===== src/rtl/ymz_pcm_rom_bridge.sv =====
// ============================================================================
// Module      : ymz_pcm_rom_bridge
// Description : YMZ280B sample-ROM port to three PCM SDRAM slots, with a
//               one-entry-per-slot hit cache and fetch timeout.
// Revision    : 1.0 - initial release
// ============================================================================
`default_nettype none

module ymz_pcm_rom_bridge #(
    parameter int PCM_AW   = 22,
    parameter int TO_W     = 8,
    parameter int TO_LIMIT = 200
) (
    input  logic              CLK96,
    input  logic              RESET96,
    input  logic              YMZ_RD,
    input  logic [23:0]       YMZ_ADDR,
    output logic              YMZ_WAITREQ,
    output logic              YMZ_VALID,
    output logic [7:0]        YMZ_DOUT,
    output logic              PCM_CS,
    output logic [PCM_AW-1:0] PCM_ADDR,
    input  logic              PCM_OK,
    input  logic [7:0]        PCM_DOUT,
    output logic              PCM1_CS,
    output logic [PCM_AW-1:0] PCM1_ADDR,
    input  logic              PCM1_OK,
    input  logic [7:0]        PCM1_DOUT,
    output logic              PCM2_CS,
    output logic [PCM_AW-1:0] PCM2_ADDR,
    input  logic              PCM2_OK,
    input  logic [7:0]        PCM2_DOUT,
    output logic              TIMEOUT
);

    localparam logic [TO_W-1:0] c_to_last = TO_W'(TO_LIMIT - 1);

    typedef enum logic [1:0] {
        S_IDLE = 2'd0,
        S_REQ  = 2'd1,
        S_DONE = 2'd2
    } state_t;

    state_t              r_state, w_state_nx;
    logic                r_pend,  w_pend_nx;
    logic [23:0]         r_req,   w_req_nx;
    logic [TO_W-1:0]     r_cnt,   w_cnt_nx;
    logic [2:0]          r_cs,    w_cs_nx;
    logic [7:0]          r_dout,  w_dout_nx;
    logic                r_to,    w_to_nx;
    logic                w_aload;
    logic                w_cwr;

    logic [PCM_AW-1:0]   r_slot_addr [0:2];
    logic                r_cv        [0:2];
    logic [PCM_AW-1:0]   r_ctag      [0:2];
    logic [7:0]          r_cdat      [0:2];

    logic [1:0]          w_bank;
    logic [PCM_AW-1:0]   w_tag;
    logic [2:0]          w_bank_sel;
    logic                w_hit;
    logic [7:0]          w_cdat;
    logic                w_ok;
    logic [7:0]          w_din;

    assign w_bank = r_req[23:22];
    assign w_tag  = r_req[PCM_AW-1:0];

    always_comb begin
        w_bank_sel = 3'b000;
        case (w_bank)
            2'd0:    w_bank_sel = 3'b001;
            2'd1:    w_bank_sel = 3'b010;
            2'd2:    w_bank_sel = 3'b100;
            default: w_bank_sel = 3'b000;
        endcase
    end

    always_comb begin
        w_hit  = 1'b0;
        w_cdat = 8'h00;
        for (int i = 0; i < 3; i++) begin
            if (w_bank_sel[i]) begin
                w_hit  = r_cv[i] && (r_ctag[i] == w_tag);
                w_cdat = r_cdat[i];
            end
        end
    end

    // Only the active slot's handshake is observed; r_cs is one-hot or zero.
    assign w_ok  = |(r_cs & {PCM2_OK, PCM1_OK, PCM_OK});
    assign w_din = ({8{r_cs[0]}} & PCM_DOUT)
                 | ({8{r_cs[1]}} & PCM1_DOUT)
                 | ({8{r_cs[2]}} & PCM2_DOUT);

    always_ff @(posedge CLK96) begin
        if (RESET96) begin
            r_state <= S_IDLE;
            r_pend  <= 1'b0;
            r_req   <= '0;
            r_cnt   <= '0;
            r_cs    <= '0;
            r_dout  <= '0;
            r_to    <= 1'b0;
        end else begin
            r_state <= w_state_nx;
            r_pend  <= w_pend_nx;
            r_req   <= w_req_nx;
            r_cnt   <= w_cnt_nx;
            r_cs    <= w_cs_nx;
            r_dout  <= w_dout_nx;
            r_to    <= w_to_nx;
        end
    end

    always_comb begin
        w_state_nx = r_state;
        w_pend_nx  = r_pend;
        w_req_nx   = r_req;
        w_cnt_nx   = r_cnt;
        w_cs_nx    = r_cs;
        w_dout_nx  = r_dout;
        w_to_nx    = r_to;
        w_aload    = 1'b0;
        w_cwr      = 1'b0;
        case (r_state)
            S_IDLE: begin
                // A latched request is resolved one cycle after it is taken.
                if (r_pend) begin
                    w_pend_nx = 1'b0;
                    if (w_bank == 2'd3) begin
                        w_dout_nx  = 8'h00;
                        w_state_nx = S_DONE;
                    end else if (w_hit) begin
                        w_dout_nx  = w_cdat;
                        w_state_nx = S_DONE;
                    end else begin
                        w_cs_nx    = w_bank_sel;
                        w_cnt_nx   = '0;
                        w_aload    = 1'b1;
                        w_state_nx = S_REQ;
                    end
                end else if (YMZ_RD) begin
                    w_req_nx  = YMZ_ADDR;
                    w_pend_nx = 1'b1;
                end
            end
            S_REQ: begin
                // r_cnt == 0 marks the first REQ cycle, where a stale OK is ignored.
                if (w_ok && (r_cnt != '0)) begin
                    w_dout_nx  = w_din;
                    w_cs_nx    = '0;
                    w_cwr      = 1'b1;
                    w_state_nx = S_DONE;
                end else if (r_cnt == c_to_last) begin
                    w_dout_nx  = 8'h00;
                    w_cs_nx    = '0;
                    w_to_nx    = 1'b1;
                    w_state_nx = S_DONE;
                end else begin
                    w_cnt_nx = r_cnt + 1'b1;
                end
            end
            S_DONE: begin
                w_state_nx = S_IDLE;
            end
            default: begin
                w_state_nx = S_IDLE;
            end
        endcase
    end

    always_ff @(posedge CLK96) begin
        if (RESET96) begin
            for (int i = 0; i < 3; i++) begin
                r_slot_addr[i] <= '0;
                r_cv[i]        <= 1'b0;
                r_ctag[i]      <= '0;
                r_cdat[i]      <= '0;
            end
        end else begin
            for (int i = 0; i < 3; i++) begin
                if (w_aload && w_bank_sel[i]) begin
                    r_slot_addr[i] <= w_tag;
                end
                if (w_cwr && r_cs[i]) begin
                    r_cv[i]   <= 1'b1;
                    r_ctag[i] <= w_tag;
                    r_cdat[i] <= w_din;
                end
            end
        end
    end

    assign YMZ_WAITREQ = (r_state == S_REQ);
    assign YMZ_VALID   = (r_state == S_DONE);
    assign YMZ_DOUT    = r_dout;
    assign TIMEOUT     = r_to;
    assign PCM_CS      = r_cs[0];
    assign PCM1_CS     = r_cs[1];
    assign PCM2_CS     = r_cs[2];
    assign PCM_ADDR    = r_slot_addr[0];
    assign PCM1_ADDR   = r_slot_addr[1];
    assign PCM2_ADDR   = r_slot_addr[2];

endmodule

`default_nettype wire


===== config.mk =====
export PLATFORM = sky130hd
export DESIGN_NAME = ymz_pcm_rom_bridge
export DESIGN_NICKNAME = d
export VERILOG_FILES = /design/src/rtl/ymz_pcm_rom_bridge.sv
export SDC_FILE = /design/constraint.sdc
export NUM_CORES = 1
export LEC_CHECK = 0
export ABC_AREA = 0
export ABC_CLOCK_PERIOD_IN_PS = 5300
export BUFFER_PORTS_ARGS = -buffer_cell sky130_fd_sc_hd__buf_2
export CAP_MARGIN = 20
export CORE_ASPECT_RATIO = 0.8
export CORE_MARGIN = 5
export CORE_UTILIZATION = 50
export DETAILED_ROUTE_END_ITERATION = 10
export GPL_TIMING_DRIVEN = 0
export PLACE_DENSITY_LB_ADDON = 0.08
export RECOVER_POWER = 50
export SLEW_MARGIN = 20
export SYNTH_ARGS = -nofsm -noshare
export SYNTH_HDL_FRONTEND = slang
export SYNTH_SLANG_ARGS = --single-unit

===== constraint.sdc =====
create_clock -name CLK96 -period 5.3 [get_ports CLK96]
set_input_delay 1.59 -clock CLK96 [delete_from_list [all_inputs] [get_ports CLK96]]
set_output_delay 1.59 -clock CLK96 [all_outputs]
set_load 0.05 [all_outputs]

# Yosys cells after proc, flatten, opt, wreduce, memory -nomap -nowiden
# Memories as Yosys holds them, arrays and structs flattened.
# Cells that the tools add are included.
word_totals:
  register_bits: 47
  n_memories: 4
  wordCells: 140
  mem_bits_rw: 159
memory_table:
  columns: ["memory", "depth", "word_bits", "read_ports", "rd_ports_with_merged_regs", "write_ports", "line_no", "rtl"]
  rows:
  - ["r_ctag", 3, 22, 3, 0, 3, "56", "logic [PCM_AW-1:0] r_ctag [0:2];"]
  - ["r_slot_addr", 3, 22, 3, 0, 3, "54", "logic [PCM_AW-1:0] r_slot_addr [0:2];"]
  - ["r_cdat", 3, 8, 3, 0, 3, "57", "logic [7:0] r_cdat [0:2];"]
  - ["r_cv", 3, 1, 3, 0, 3, "55", "logic r_cv [0:2];"]
op_classes:
  n_bitwise: 20
  n_addsub: 1
  eq_ne: 16
  n_reduce_logical: 21
  n_mux: 71
ops:
  columns: ["cell", "n"]
  rows:
  - ["two-way mux 22 bit", 6]
  - ["two-way mux 8 bit", 16]
  - ["equality test 22 bit", 3]
  - ["two-way mux 1 bit", 34]
  - ["one-hot mux 8 bit (2 select lines)", 2]
  - ["bitwise AND 8 bit", 3]
  - ["OR 8 bit", 2]
  - ["two-way mux 3 bit", 5]
  - ["OR 1 bit", 12]
  - ["logical AND 1 bit", 10]
  - ["two-way mux 2 bit", 5]
  - ["!= test 2 bit (second input constant)", 5]
  - ["one-hot mux 3 bit (3 select lines)", 1]
  - ["adder 8 x 1 -> 8 bit (second input constant)", 1]
  - ["equality test 8 bit (second input constant)", 1]
  - ["nonzero test 8 bit", 1]
  - ["equality test 2 bit (second input constant)", 3]
  - ["one-hot mux 3 bit (2 select lines)", 1]
  - ["AND reduction 3 bit", 2]
  - ["AND reduction 6 bit", 1]
  - ["AND reduction 5 bit", 1]
  - ["equality test 2 x 1 -> 1 bit (second input constant)", 2]
  - ["zero test 2 bit", 2]
  - ["one-hot mux 2 bit (2 select lines)", 1]
  - ["8 further kinds", 9]

# Depth between registers and ports, before layout
# Gate-level depths: netlist (run 1).
depth:
  ltp_word: 14
  mapped_depth: 10

# Worst setup path after synthesis (run 1)
# No wires, ideal clock.
synth_timing:
  path_type: "input-to-reg"
  start: "input PCM_OK"
  end: "memory r_cdat[2][0] (netlist: r_cdat[0][16]) (enable)"
  path_stages: 4
  slack_ns: 0.452
  t_arrival_ns: 4.386
  path_buffers: 0
  path_cell_list: "a222oi_1 a21oi_1 nand2_1 o21ai_0"
synth_rtl:
  columns: ["item", "line_no", "rtl"]
  rows:
  - ["start: declaration", "23", "input logic PCM_OK,"]
  - ["end: declaration", "57", null]

==> qor.txt, run 1 <==
post-route cell area - 9900 µm²
Final Hold Violating Endpoints - 0
final setup fails - 0
number of synthesized flops with an enable pin - 159
Overall Power - 0.00361 W
highest clock rate - 268 MHz
Tmin final - 3.73 ns
P per Cell Area - 364 nW/µm²
crit share post-route - 0.705
CTS resizes - 0
critical path type - input port to flip-flop
yosys warns - 0
crit-path cells - buf_2 -> a222oi_1 -> a21oi_1 -> and2_0 -> clkbuf_1 -> clkbuf_1 -> nand2_1 -> nand2_2 -> buf_16
syn_area_per_cell - 13.2 µm²
total core area - 16,500 µm²
total track usage - 0.200
Num CTS Buffers - 21
# IOs - 134
CP Data Required Time - 5.49 ns
most common cell after layout, fill and taps aside - edfxtp_1
syn nets - 689
critical path arrival - 3.92 ns
PortBufs - 132
MaxCap Viol Count - 1
layout cells sized above 1 - 0.152
sequential area share after synthesis - 0.684
Async S/R FF share, synth - 0
Setup Buffers After CTS - 0
Placement Setup Slack - 1.13 ns
antenna violations before repair - 0
routed vias/inst - 5.41
pin count of the biggest net entering global routing - 23
Clock Path Buffers - 3
placed cell count - 990
antenna violation net count after detailed routing - 0
CTS tree - built
worst rel slew slack - -0.213
Die ar. - 19,400 µm²
global-route wire length before repair - 30.6 mm
Post-Syn Instances - 633
register bit total from synthesis - 206
DP Area - 9460 µm²
drt initial violations - 541
CTS H-tree lvls - 1
gr ovfl total - 0
RSZ-0062 raised after global routing - no
wirelength, routed - 20.1 mm
Placement Rows - 42
DRC - 0
Initial Util - 0.506
Sink Count - 206
chip width - 155 µm
Hold WC Path Type - flip-flop to flip-flop
failing checks - capacitance limit, slew limit
max-slew violation count - 10
fin nets - 849
CTS root buffer - clkbuf_16
Startpoint Class - input port
Synth area leader - edfxtp_1
DR vias - 5,555
Netlist Area Pre-Place - 8350 µm²
clk_skew - 0.0207 ns
Least-Margin Pin Slew - 1.80 ns
GPL Wtd Cong - 0.840
commonest cells after routing, fill and taps aside - edfxtp_1, clkbuf_1, buf_2
CTS Hold Bufs - 0
final worst setup slack - 1.57 ns
CTS clk-pin slew, worst paths - 0.06 ns
Die Y - 126 µm
Post-DP HPWL - 14.3 mm
vias in the first global route - 5,515
Max VDD drop - 0.000253 V
number of diodes - 0
Netlist cell types - 48
CP endpoint kind - flip-flop
CP Max Fanout - 17
routed len/inst - 19.5 µm
Yosys top cell area share - 0.572
status - complete, but fails checks
clock latency on the worst-skew pair - 0.50 ns
Leakage - 3.87 nW
top cells by area, synth - edfxtp_1, dfxtp_1, xor2_1
TritonRoute pass-1 iters - 5
fill count - 1,395
final std cells w/o fill - 1,027
P&R area growth vs syn - 18.5%
commonest register cell after synthesis - edfxtp_1
CP max-delay cell - clkbuf_1
CP max stage delay - 0.48 ns
Top cell by count, worst path - clkbuf_1
==> per-layer routing <==
metal,part of all wire,global-route usage,vias up
met5,0,0,-
met4,0.026,0.0488,0
met3,0.075,0.0384,36
met2,0.45,0.309,204
met1,0.45,0.294,2695
li1,-,-,2620
==> flip-flops by register name, summed over array words and instances (netlist names), 2 cells and up <==
register / cells
YMZ_DOUT: 8
r_cdat: 24
r_cnt: 8
r_cs: 3
r_ctag: 66
r_cv: 3
r_req: 24
r_slot_addr: 66
r_state: 2
==> worst paths after layout <==
check,start,endpoint,slack [ns],cells past startpoint
setup / recovery,PCM_OK,r_ctag[0][28],1.57,9
hold / removal,TIMEOUT,TIMEOUT,0.48,2
setup reg to reg,r_req[22],r_slot_addr[0][2],1.58,8
hold reg to reg,TIMEOUT,TIMEOUT,0.48,2
==> final cells by class <==
| class | count | area [µm²] | share of cell area |
|---|---|---|---|
| Clock inverter | 9 | 51.3 | 0.00518 |
| Multi-Input combinational cell | 366 | 2360 | 0.238 |
| Buffer | 53 | 262 | 0.0264 |
| Timing Repair Buffer | 137 | 659 | 0.0666 |
| Clock buffer | 28 | 552 | 0.0557 |
| Tap cell | 220 | 275 | 0.0278 |
| Inverter | 8 | 30.0 | 0.00303 |
| Sequential cell | 206 | 5720 | 0.577 |
==> where the power goes <==
part           total, W  switching [W]  internal [W]
logic          0.000454       0.000330      0.000124
clock network   0.00132       0.000584      0.000734
registers       0.00183      0.0000247       0.00181
==> synthesized netlist by cell type (2+ instances only) <==
master,number
or4_1,2
clkbuf_1,23
edfxtp_1,159
nor3_1,7
nand4_1,8
o311ai_0,3
ha_1,2
dfxtp_1,47
nand2_1,66
nand3b_1,2
mux2i_1,16
o31ai_1,3
and2_1,24
inv_1,8
and3_1,25
nor4_1,10
a222oi_1,9
buf_6,4
xor2_1,44
o32ai_1,2
nor2b_1,2
a21oi_1,40
o22ai_1,8
nor4b_1,2
nand3_1,9
nor2_1,33
buf_2,24
xnor2_1,22
o21ai_0,5
o41ai_1,2
nand2b_1,5
==> stage by stage <==
step,hold WS [ns],util,TNS [ns]
floorplan,0.458,-,0
CTS,0.480,0.610,0
finish,0.485,0.600,0
global placement,0.456,0.563,-47.02
global route,0.523,0.600,0
detailed placement,0.465,0.573,0
==> cells by family after synthesis <==
group	count (synthesis)	share of synthesized area
DFF	206	0.684
adders and majority gates	2	0.00299
AOI/OAI and AO/OA	79	0.0635
muxes	16	0.0192
buffers and inverters	61	0.0350
xor gates and xnor gates	66	0.0692
and+or+nand+nor	203	0.126
==> critical path: cells and delay by family <==
family | cells | cell delay [ns]
buf+inv | 4 | 1.21
compound gates | 2 | 0.40
simple gates | 3 | 0.70
Power figures use the tool's default switching activity.
==> run 2: changes to the inputs <==
Settings changed: ABC_CLOCK_PERIOD_IN_PS 5300 to 3250.
Clock period 5.3 ns to 3.25 ns, I/O delays scaled along.
==> qor.txt, run 2 (synthesized netlist as in run 1, its figures left out) <==
fill count - 1,387
CTS root buffer - clkbuf_16
Int Power - 0.00438 W
Tmin final - 3.02 ns
critical path type - flip-flop to flip-flop
antenna violations before repair - 2
# IOs - 134
crit-path cells - inv_1 -> ha_1 -> nor4b_1 -> a21oi_1 -> and2_0 -> clkbuf_1 -> clkbuf_2 -> nand2_1 -> nand2_2 -> buf_16
DRC - 0
status - completed
CP Max Fanout - 19
RSZ-0062 raised after global routing - no
routed vias/inst - 5.45
logic gate share of total power - 0.127
global-route wire length before repair - 31.1 mm
clock share of power - 0.364
PortBufs - 132
total track usage - 0.203
highest clock rate - 331 MHz
Hold WC Path Type - flip-flop to flip-flop
switching pwr - 0.00150 W
antenna violation net count after detailed routing - 0
TritonRoute pass-1 iters - 5
register share of total power - 0.509
chip width - 155 µm
total core area - 16,500 µm²
CTS clk-pin slew, worst paths - 0.06 ns
CP max-delay cell - clkbuf_1
CP Data Required Time - 3.44 ns
wirelength, routed - 20.3 mm
fin util - 0.600
CTS H-tree lvls - 1
CP endpoint kind - flip-flop
drt initial violations - 459
largest registers - r_ctag: 66 flops, r_slot_addr: 66 flops
Sink Count - 206
max-slew violation count - 0
Die ar. - 19,400 µm²
Clock Path Buffers - 3
gr ovfl total - 0
P per Cell Area - 594 nW/µm²
pin count of the biggest net entering global routing - 22
fin nets - 851
Placement Rows - 42
vias in the first global route - 5,511
Net Sw Frac - 0.256
CP max stage delay - 0.40 ns
critical path arrival - 3.21 ns
CTS resizes - 0
crit share post-route - 0.930
Post-DP HPWL - 14.4 mm
Overall Power - 0.00588 W
MaxCap Viol Count - 0
Leakage - 3.91 nW
worst hold slack - 0.472 ns
Initial Util - 0.506
Num CTS Buffers - 21
clock latency on the worst-skew pair - 0.49 ns
Die Y - 126 µm
clk_skew - 0.0105 ns
layout cells sized above 1 - 0.153
final setup fails - 0
CTS tree - built
Final Hold Violating Endpoints - 0
GPL Wtd Cong - 0.864
commonest cells after routing, fill and taps aside - edfxtp_1, clkbuf_1, buf_2
CTS Hold Bufs - 0
Max VDD drop - 0.000288 V
routed len/inst - 19.7 µm
P&R area growth vs syn - 18.6%
most common cell after layout, fill and taps aside - edfxtp_1
Setup Buffers After CTS - 0
Least-Margin Pin Slew - 1.01 ns
Setup TNS - 0 ns
Startpoint Class - flip-flop
DR vias - 5,618
worst rel slew slack - 0.325
-- run 2: through the flow --
stage                     worst slack, ns  instance area, µm²  std cells
after global placement              -1.23                9290        985
after CTS                          0.0519               10100       1029
after detailed placement           -0.328                9480        992
final                               0.227                9910       1030
after global routing               0.0279                9910       1030
after floorplan                    0.0336                8360        633
-- run 2: metal layers --
metal,wire (µm),part of all wire,GRT usage
met2,9480,0.47,0.321
met1,9140,0.45,0.300
met3,1390,0.068,0.0326
met5,0,0,0
met4,325,0.016,0.0441
-- run 2: area by class of cell --
class,count,area [µm²],share of cell area
tap,220,275,0.0278
clock inverter,4,17.5,0.00177
inverter,8,30.0,0.00303
clock buffer,33,581,0.0586
sequential,206,5720,0.577
antenna,1,2.50,0.000253
buffer,53,264,0.0266
timing repair buffer,139,671,0.0677
multi-input combinational,366,2350,0.237
-- run 2: worst max-delay path: cells and delay by family, from the launching register on --
family          cells  cell delay, ns
compound gates      1            0.28
simple gates        4            0.80
buf+inv             4            1.08
flops               1            0.39
fa+ha+maj           1            0.19
-- run 2: final timing paths --
| path | startpoint | slack (ns) | end | cells past startpoint |
|---|---|---|---|---|
| setup / recovery | r_cnt[0] | 0.23 | r_ctag[0][28] | 10 |
| hold / removal | TIMEOUT | 0.47 | TIMEOUT | 2 |
| setup reg to reg | r_cnt[0] | 0.23 | r_ctag[0][28] | 10 |
| hold reg to reg | TIMEOUT | 0.47 | TIMEOUT | 2 |
-- run 2: power groups by stage --
stage	sequential, W	combinational [W]	clock (W)
CTS	0.00299	0.000774	0.00218
global route	0.00300	0.000801	0.00229
detailed placement	0.00305	0.000772	0
finish	0.00299	0.000746	0.00214
global placement	0.00305	0.000731	0
floorplan	0.00323	0.000337	0
